**config.mk**
```make
export PLATFORM = sky130hd
export DESIGN_NAME = shift_reg_ctrl
export DESIGN_NICKNAME = d
export VERILOG_FILES = /design/src/rtl/shift_reg_ctrl.sv
export SDC_FILE = /design/constraint.sdc
export NUM_CORES = 1
export LEC_CHECK = 0
export BUFFER_PORTS_ARGS = -buffer_cell sky130_fd_sc_hd__buf_4
export CORE_ASPECT_RATIO = 0.5
export CORE_UTILIZATION = 41
export CTS_CLUSTER_DIAMETER = 150
export DETAILED_ROUTE_END_ITERATION = 10
export PLACE_DENSITY = 0.8
export SLEW_MARGIN = 30
export SYNTH_ARGS = -nofsm -noshare
export SYNTH_HDL_FRONTEND = slang
export SYNTH_SLANG_ARGS = --single-unit
```
**constraint.sdc**
```tcl
create_clock -name clk -period 2.8 [get_ports clk]
set_clock_uncertainty 0.05 [all_clocks]
set_input_delay 0.42 -clock clk [delete_from_list [all_inputs] [get_ports clk]]
set_output_delay 0.42 -clock clk [all_outputs]
set_load 0.03 [all_outputs]
```
**src/rtl/shift_reg_ctrl.sv**
```systemverilog
// Sequencing controller for a BRAM-backed delay line of programmable length.
// Zero-fills the active region after reset/reconfiguration, then delays each
// accepted sample by exactly cur_len accepted samples (sample-counted delay).
module shift_reg_ctrl #(
  parameter int DATA_WIDTH  = 25,
  parameter int ADDR_WIDTH  = 9,
  parameter int DEFAULT_LEN = 512
) (
  input  logic                  clk,
  input  logic                  rst_n,
  input  logic [ADDR_WIDTH:0]   cfg_len,
  input  logic                  cfg_load,
  input  logic                  in_valid,
  input  logic [DATA_WIDTH-1:0] in_data,
  output logic                  in_ready,
  output logic                  out_valid,
  output logic [DATA_WIDTH-1:0] out_data,
  output logic                  busy,
  output logic [ADDR_WIDTH:0]   cur_len,
  output logic                  ram_en,
  output logic                  ram_we,
  output logic [ADDR_WIDTH-1:0] ram_addr,
  output logic [DATA_WIDTH-1:0] ram_di,
  input  logic [DATA_WIDTH-1:0] ram_do
);

  localparam int LW = ADDR_WIDTH + 1;
  localparam logic [LW-1:0] MAX_LEN = {1'b1, {ADDR_WIDTH{1'b0}}};
  localparam logic [LW-1:0] DEF_LEN = LW'(DEFAULT_LEN);

  typedef enum logic {FLUSH, RUN} state_e;

  state_e                state_q, state_d;
  logic [LW-1:0]         len_q, len_d;
  logic [ADDR_WIDTH-1:0] addr_q, addr_d;
  logic [ADDR_WIDTH-1:0] fcnt_q, fcnt_d;
  logic                  ovld_q, ovld_d;

  logic [LW-1:0] len_m1;
  logic [LW-1:0] cfg_clamped;
  logic          hs;

  assign len_m1    = len_q - LW'(1);
  assign in_ready  = rst_n && (state_q == RUN) && !cfg_load;
  assign hs        = in_valid && in_ready;
  assign out_valid = ovld_q;
  // RAM read data lines up with ovld_q: read happens on the handshake edge.
  assign out_data  = ram_do;
  assign busy      = !rst_n || (state_q == FLUSH);
  assign cur_len   = len_q;

  // Clamp requested length into 1..2**ADDR_WIDTH.
  always_comb begin
    cfg_clamped = cfg_len;
    if (cfg_len == '0)          cfg_clamped = LW'(1);
    else if (cfg_len > MAX_LEN) cfg_clamped = MAX_LEN;
  end

  // Next-state logic and RAM port control.
  always_comb begin
    state_d  = state_q;
    len_d    = len_q;
    addr_d   = addr_q;
    fcnt_d   = fcnt_q;
    ovld_d   = hs;
    ram_en   = 1'b0;
    ram_we   = 1'b0;
    ram_addr = addr_q;
    ram_di   = in_data;
    case (state_q)
      FLUSH: begin
        ram_en   = 1'b1;
        ram_we   = 1'b1;
        ram_addr = fcnt_q;
        ram_di   = '0;
        if ({1'b0, fcnt_q} == len_m1) begin
          state_d = RUN;
          addr_d  = '0;
          fcnt_d  = '0;
        end else begin
          fcnt_d = fcnt_q + ADDR_WIDTH'(1);
        end
      end
      default: begin
        if (hs) begin
          // Same address: READ_FIRST returns the sample written cur_len
          // acceptances ago while the new one overwrites it.
          ram_en = 1'b1;
          ram_we = 1'b1;
          if ({1'b0, addr_q} == len_m1) addr_d = '0;
          else                          addr_d = addr_q + ADDR_WIDTH'(1);
        end
      end
    endcase
    // Reconfiguration wins in either state and restarts the zero-fill.
    if (cfg_load) begin
      len_d   = cfg_clamped;
      state_d = FLUSH;
      addr_d  = '0;
      fcnt_d  = '0;
    end
    if (!rst_n) begin
      ram_en = 1'b0;
      ram_we = 1'b0;
    end
  end

  // State registers with synchronous active-low reset.
  always_ff @(posedge clk) begin
    if (!rst_n) begin
      state_q <= FLUSH;
      len_q   <= DEF_LEN;
      addr_q  <= '0;
      fcnt_q  <= '0;
      ovld_q  <= 1'b0;
    end else begin
      state_q <= state_d;
      len_q   <= len_d;
      addr_q  <= addr_d;
      fcnt_q  <= fcnt_d;
      ovld_q  <= ovld_d;
    end
  end

endmodule

```
==> results of run 1 <==
## placed cells by master (no fill, tap or decap), drive strengths merged, types with 4 or more instances in the layout
master,n
clkbuf,5
nor4,4
buf,97
inv,17
xor2,5
mux2,4
a21oi,14
nor3,7
o22ai,4
nand2,31
nand3,9
nand4,4
and3,8
nor2b,4
nor2,19
nand2b,8
and2,31
nand3b,4
a21boi,4
dfxtp,30
xnor2,17
o21ai,20
## registers in the layout (all words and copies together) (netlist names)
name and count:
fcnt_q 9, cur_len 10, out_valid 1, addr_q 9
state_q 1
## stage by stage
step	utilization, %	area [um2]	hold slack [ns]	total power, W	setup slack (ns)
finish	55.83	3146	0.3956	0.001158	0.1101
detailed placement	53.12	2993	0.4724	0.0006621	0.006096
global placement	53.12	2993	0.4619	0.0006603	0.09707
floorplan	-	2472	0.4250	0.0006498	0.02347
global route	55.83	3146	0.4103	0.001200	0.01389
CTS	55.52	3128	0.3907	0.001156	0.0000002220
## area by class of cell
cell class | count | area share, %
multi-input cells | 235 | 48.45
repair buffers | 97 | 23.15
flip-flops and latches | 30 | 19.17
clock buffers | 5 | 3.978
well taps | 73 | 2.904
inverters | 17 | 2.029
clock inverters | 2 | 0.3182
## layer usage
layer  vias up  part of all wire (%)  track usage, %
li1       1204                     -               -
met1      1089                    44           27.83
met2       108                    46           34.34
met3         9                   9.1           4.428
met4         0                  0.95           6.757
met5         -                     0               0
## path summary, 6_finish.rpt
path         startpoint         end  slack, ns  depth (start not counted)
max reg2reg  cur_len[1]   addr_q[3]       0.11                          9
max          cur_len[1]   addr_q[3]       0.11                          9
min               rst_n  cur_len[9]       0.40                          2
min reg2reg  cur_len[9]  cur_len[9]       0.49                          2
## cell families (layout without fill, tap and decap cells)
logic type | after synthesis | after routing | share of synthesized area [%]
AND/OR/NAND/NOR | 146 | 146 | 32.81
buffers and inverters | 65 | 121 | 14.60
AO/OA/AOI/OAI | 55 | 55 | 13.29
flip-flops | 30 | 30 | 24.34
XOR/XNOR | 24 | 24 | 10.40
multiplexers | 7 | 7 | 3.043
adder cells (fa/ha/maj) | 3 | 3 | 1.521
## critical path, stage by stage (launching register included)
cell and delay (ns):
dfxtp_2 0.36, inv_1 0.07, ha_1 0.25, xnor2_4 0.16, xnor2_1 0.14, or4_1 0.53, or4_4 0.54, o21a_2 0.30
nand2_1 0.10, a21oi_1 0.06
## where the power goes
group	leakage, nW	internal (W)	switching [W]	total [W]
Combinational	1.07	0.000113	0.000101	0.000214
Clock	0.0694	0.000319	0.000176	0.000495
Sequential	0.244	0.000436	0.0000132	0.000449
Total	1.39	0.000868	0.000290	0.00116
==> results_dict.tcl, run 1 <==
set metrics [dict create \
    drc_errors 10 \
    die_w_um 111.7 \
    synth.distinct_cells 48 \
    rsz0062_at_grt "no" \
    gr-usage-all-layers_pct 21.05 \
    syn_nets 397 \
    finalSetupViolCount 0 \
    endpoint_kind "register" \
    grt_first_pass_wirelength_mm 10.54 \
    synth_edf_count 0 \
    grt_pass1_vias 2114 \
    yosys_warnings 0 \
    regArea_um2 603.1 \
    dpl.hpwl_mm 5.093 \
    io_pins 138 \
    cts.clk_slew.worst_paths_ns 0.05 \
    max-vdd-ir-drop_mv 0.3258 \
    syn_to_final_growth_pct 27.48 \
    die_y_um 56.86 \
    path_class "register to register" \
    dp_cells 452 \
    synth_top_area_cell "dfxtp_1" \
    cts_tree "built" \
    tns_ns 0 \
    drive_gt1_share_pct 31.09 \
    dr.pass1.iters 8 \
    cts_buffers 5 \
    post_drt_wl_per_cell_um 14.47 \
    multi_input_area_mm2 0.001524 \
    min_period_ns 2.690 \
    dieArea_mm2 0.006351 \
    syn_area_mm2 0.002467 \
    holdBufCountCts 0 \
    violations "design-rule violations" \
    leakage_nw 1.385 \
    final-max-slew-violation-count 0 \
    p_per_area_mw_per_mm2 368.1 \
    syn_avg_cell_area_um2 7.477 \
    cts_setup_buffers 0 \
    yosysSeqAreaShare_pct 24.34 \
    ys.flop_type "dfxtp_1" \
    antenna_found_initial 0 \
    start_util_pct 43.79 \
    rows 19 \
    vias_per_cell 5.251 \
    diodes 0 \
    synth.area.top_cells "dfxtp_1 24%, buf_4 7.9%, and2_1 7.9%, xnor2_1 5.7%, nand2_1 4.7%" \
    routed_wl_mm 6.641 \
    drt_iter0_markers 187 \
    min_period_over_period_pct 96.07 \
    routabilityCongestion 0.9166 \
    drv_cap 0 \
    synth-seq-cells 30 \
    num_vias 2410 \
    worst_slew_pin_slew_ns 0.5082 \
    cts_max_path_buffers 2 \
    cts_max_level 2 \
    fill_cells 512 \
    status "finished with violations" \
    clkSinkCount 30 \
    hold_viol_final 0 \
    syn_inst 330 \
    ant_nets 0 \
    required_ns 2.91 \
    synth_top_area_share_pct 24.34 \
    synthArstFlopShare_pct 0 \
    synth_common_cells "31 x and2_1, 31 x nand2_1, 30 x dfxtp_1" \
    cts_resized 0 \
    fmax_mhz 371.8 \
    port_buffers 87 \
    grt-ovfl-total 0 \
    final_cells 459 \
    cp-start-kind "register" \
    grt_max_degree 48 \
    core_area_mm2 0.005634 \
    clk_latency_ns 0.27 \
    cts_root_buffer "clkbuf_16" \
    relSlewSlack_pct 65.86 \
    cp_max_fo 9 \
    crit_arrival_ns 2.80 \
    nNetsFinal 453 \
    hold_class "input pin to register" \
]
(Power assumes the default switching activity.)
==> inputs of run 2 (changes only) <==
--- a/config.mk
+++ b/config.mk
@@ -7,10 +7,10 @@
 export LEC_CHECK = 0
 export BUFFER_PORTS_ARGS = -buffer_cell sky130_fd_sc_hd__buf_4
 export CORE_ASPECT_RATIO = 0.5
-export CORE_UTILIZATION = 41
+export CORE_UTILIZATION = 44
 export CTS_CLUSTER_DIAMETER = 150
 export DETAILED_ROUTE_END_ITERATION = 10
-export PLACE_DENSITY = 0.8
+export PLACE_DENSITY = 0.82
 export SLEW_MARGIN = 30
 export SYNTH_ARGS = -nofsm -noshare
 export SYNTH_HDL_FRONTEND = slang
==> constraint.sdc (replaced) <==
create_clock -name clk -period 2.9 [get_ports clk]
set_clock_uncertainty 0.05 [all_clocks]
set_input_delay 0.435 -clock clk [delete_from_list [all_inputs] [get_ports clk]]
set_output_delay 0.435 -clock clk [all_outputs]
set_load 0.03 [all_outputs]
==> run 2 against run 1 <==
The run now ends clean. Clock-buffer cell count up 2. Sequential power down 4%. Fmax fell by 3.0%. Final area is 2.4% lower. Sequential share of layout area grew 0.48 points. Combinational power down 5%. Via count is 1.3% higher. Utilization increased by 3.7 points. Critical path depth did not move. Critical path type unchanged. Critical endpoint is now addr_q[0]. Largest cell class unchanged.
==> results_dict.tcl, run 2 (synthesis gave the netlist of run 1 again) <==
set metrics [dict create \
    fmax_mhz 360.5 \
    largest_reg_flops 10 \
    min_period_ns 2.774 \
    path_class "register to register" \
    min_period_over_period_pct 95.65 \
    cts_max_level 2 \
    highest_layer "met4" \
    clkSinkCount 30 \
    num_vias 2442 \
    power_w 0.0009904 \
    dr.pass1.iters 4 \
    fin_area_mm2 0.003069 \
    hold_class "input pin to register" \
    cts.clk_slew.worst_paths_ns 0.06 \
    diodes 0 \
    clk_latency_ns 0.28 \
    endpoint_kind "register" \
    required_ns 3.02 \
    dieArea_mm2 0.005929 \
    nNetsFinal 451 \
    port_buffers 87 \
    cts_root_buffer "clkbuf_8" \
    drv_cap 0 \
    core_area_mm2 0.005157 \
    max-vdd-ir-drop_mv 0.2074 \
    final-max-slew-violation-count 0 \
    hold_viol_final 0 \
    routed_wl_mm 6.957 \
    grt_first_pass_wirelength_mm 10.42 \
    relSlewSlack_pct 65.30 \
    cts_max_path_buffers 2 \
    cp_max_fo 9 \
    vias_per_cell 5.367 \
    final_common_cell "buf_4" \
    start_util_pct 47.84 \
    cp-start-kind "register" \
    p_per_area_mw_per_mm2 322.7 \
    io_pins 138 \
    cts_buffers 5 \
    die_w_um 107.9 \
    post_drt_wl_per_cell_um 15.29 \
    drive_gt1_share_pct 30.13 \
    finalSetupViolCount 0 \
    worst_slew_pin_slew_ns 0.5198 \
    ant_nets 0 \
    syn_to_final_growth_pct 24.39 \
    routed-wl-met2_mm 3.393 \
    route.met3.wl_um 526 \
    drt_iter0_markers 132 \
    fill_cells 458 \
    routabilityCongestion 0.9210 \
    die_y_um 54.95 \
    cts_tree "built" \
    grt_max_degree 48 \
    grt_pass1_vias 2159 \
    holdBufCountCts 0 \
    dpl.hpwl_mm 5.498 \
    crit_arrival_ns 2.90 \
    grt-ovfl-total 0 \
    met1_length_mm 2.916 \
    multi_input_area_mm2 0.001510 \
    mostFrequentLayoutCells "95 x buf_4, 31 x and2_1, 31 x nand2_1, 28 x dfxtp_1" \
    gr-usage-all-layers_pct 23.57 \
    placed_area_mm2 0.002973 \
    antenna_found_initial 0 \
    regArea_um2 603.1 \
    drc_errors 0 \
    status "complete, no violations" \
    leakage_nw 1.350 \
    holdWs_ns 0.3998 \
    rows 18 \
]
run 2: final timing paths:
check             cells past startpoint  slack, ns        from    endpoint
setup reg to reg                      9       0.13  cur_len[1]   addr_q[0]
setup / recovery                      9       0.13  cur_len[1]   addr_q[0]
hold reg to reg                       2       0.49  cur_len[9]  cur_len[9]
hold / removal                        2       0.40       rst_n  cur_len[9]
run 2: layer usage:
metal / up-vias / GRT usage (%)
li1: 1193 / -
met4: 0 / 9.589
met2: 105 / 40.71
met3: 20 / 5.386
met1: 1124 / 29.43
met5: - / 0
run 2: report_power, final:
part           total, W  internal, W  switching (W)
logic          0.000203     0.000105      0.0000982
registers      0.000433     0.000419      0.0000134
clock network  0.000354     0.000191       0.000163
run 2: worst max-delay path, stage by stage, from the launching register on:
cell and delay [ns]:
dfxtp_2 0.35, inv_1 0.09, ha_1 0.27, or4b_1 0.55, mux2_2 0.28, nand4b_1 0.12, or4_4 0.45, o21a_1 0.32
nand2_1 0.12, a21oi_1 0.07
run 2: what timing repair did:
action                                  4_1_cts  5_1_grt
resized for setup                             0        2
endpoints found under the setup margin        0        9
buffers inserted                              0        0
run 2: final cells by class:
cell class	instances	area share, %
clock buffer	7	2.813
timing repair buffer	95	23.24
sequential	30	19.65
multi-input combinational	235	49.21
inverter	17	2.079
clock inverter	1	0.1631
tap	70	2.854
run 2: stage by stage:
step / worst slack (ns) / util (%) / setup TNS, ns / instances
detailed placement: 0.09050 / 57.64 / 0 / 447
global placement: 0.1987 / 57.64 / 0 / 447
finish: 0.1261 / 59.51 / 0 / 455
CTS: 0.04688 / 59.41 / 0 / 455
global route: -0.01428 / 59.51 / -0.01428 / 455
floorplan: 0.08647 / - / 0 / 330
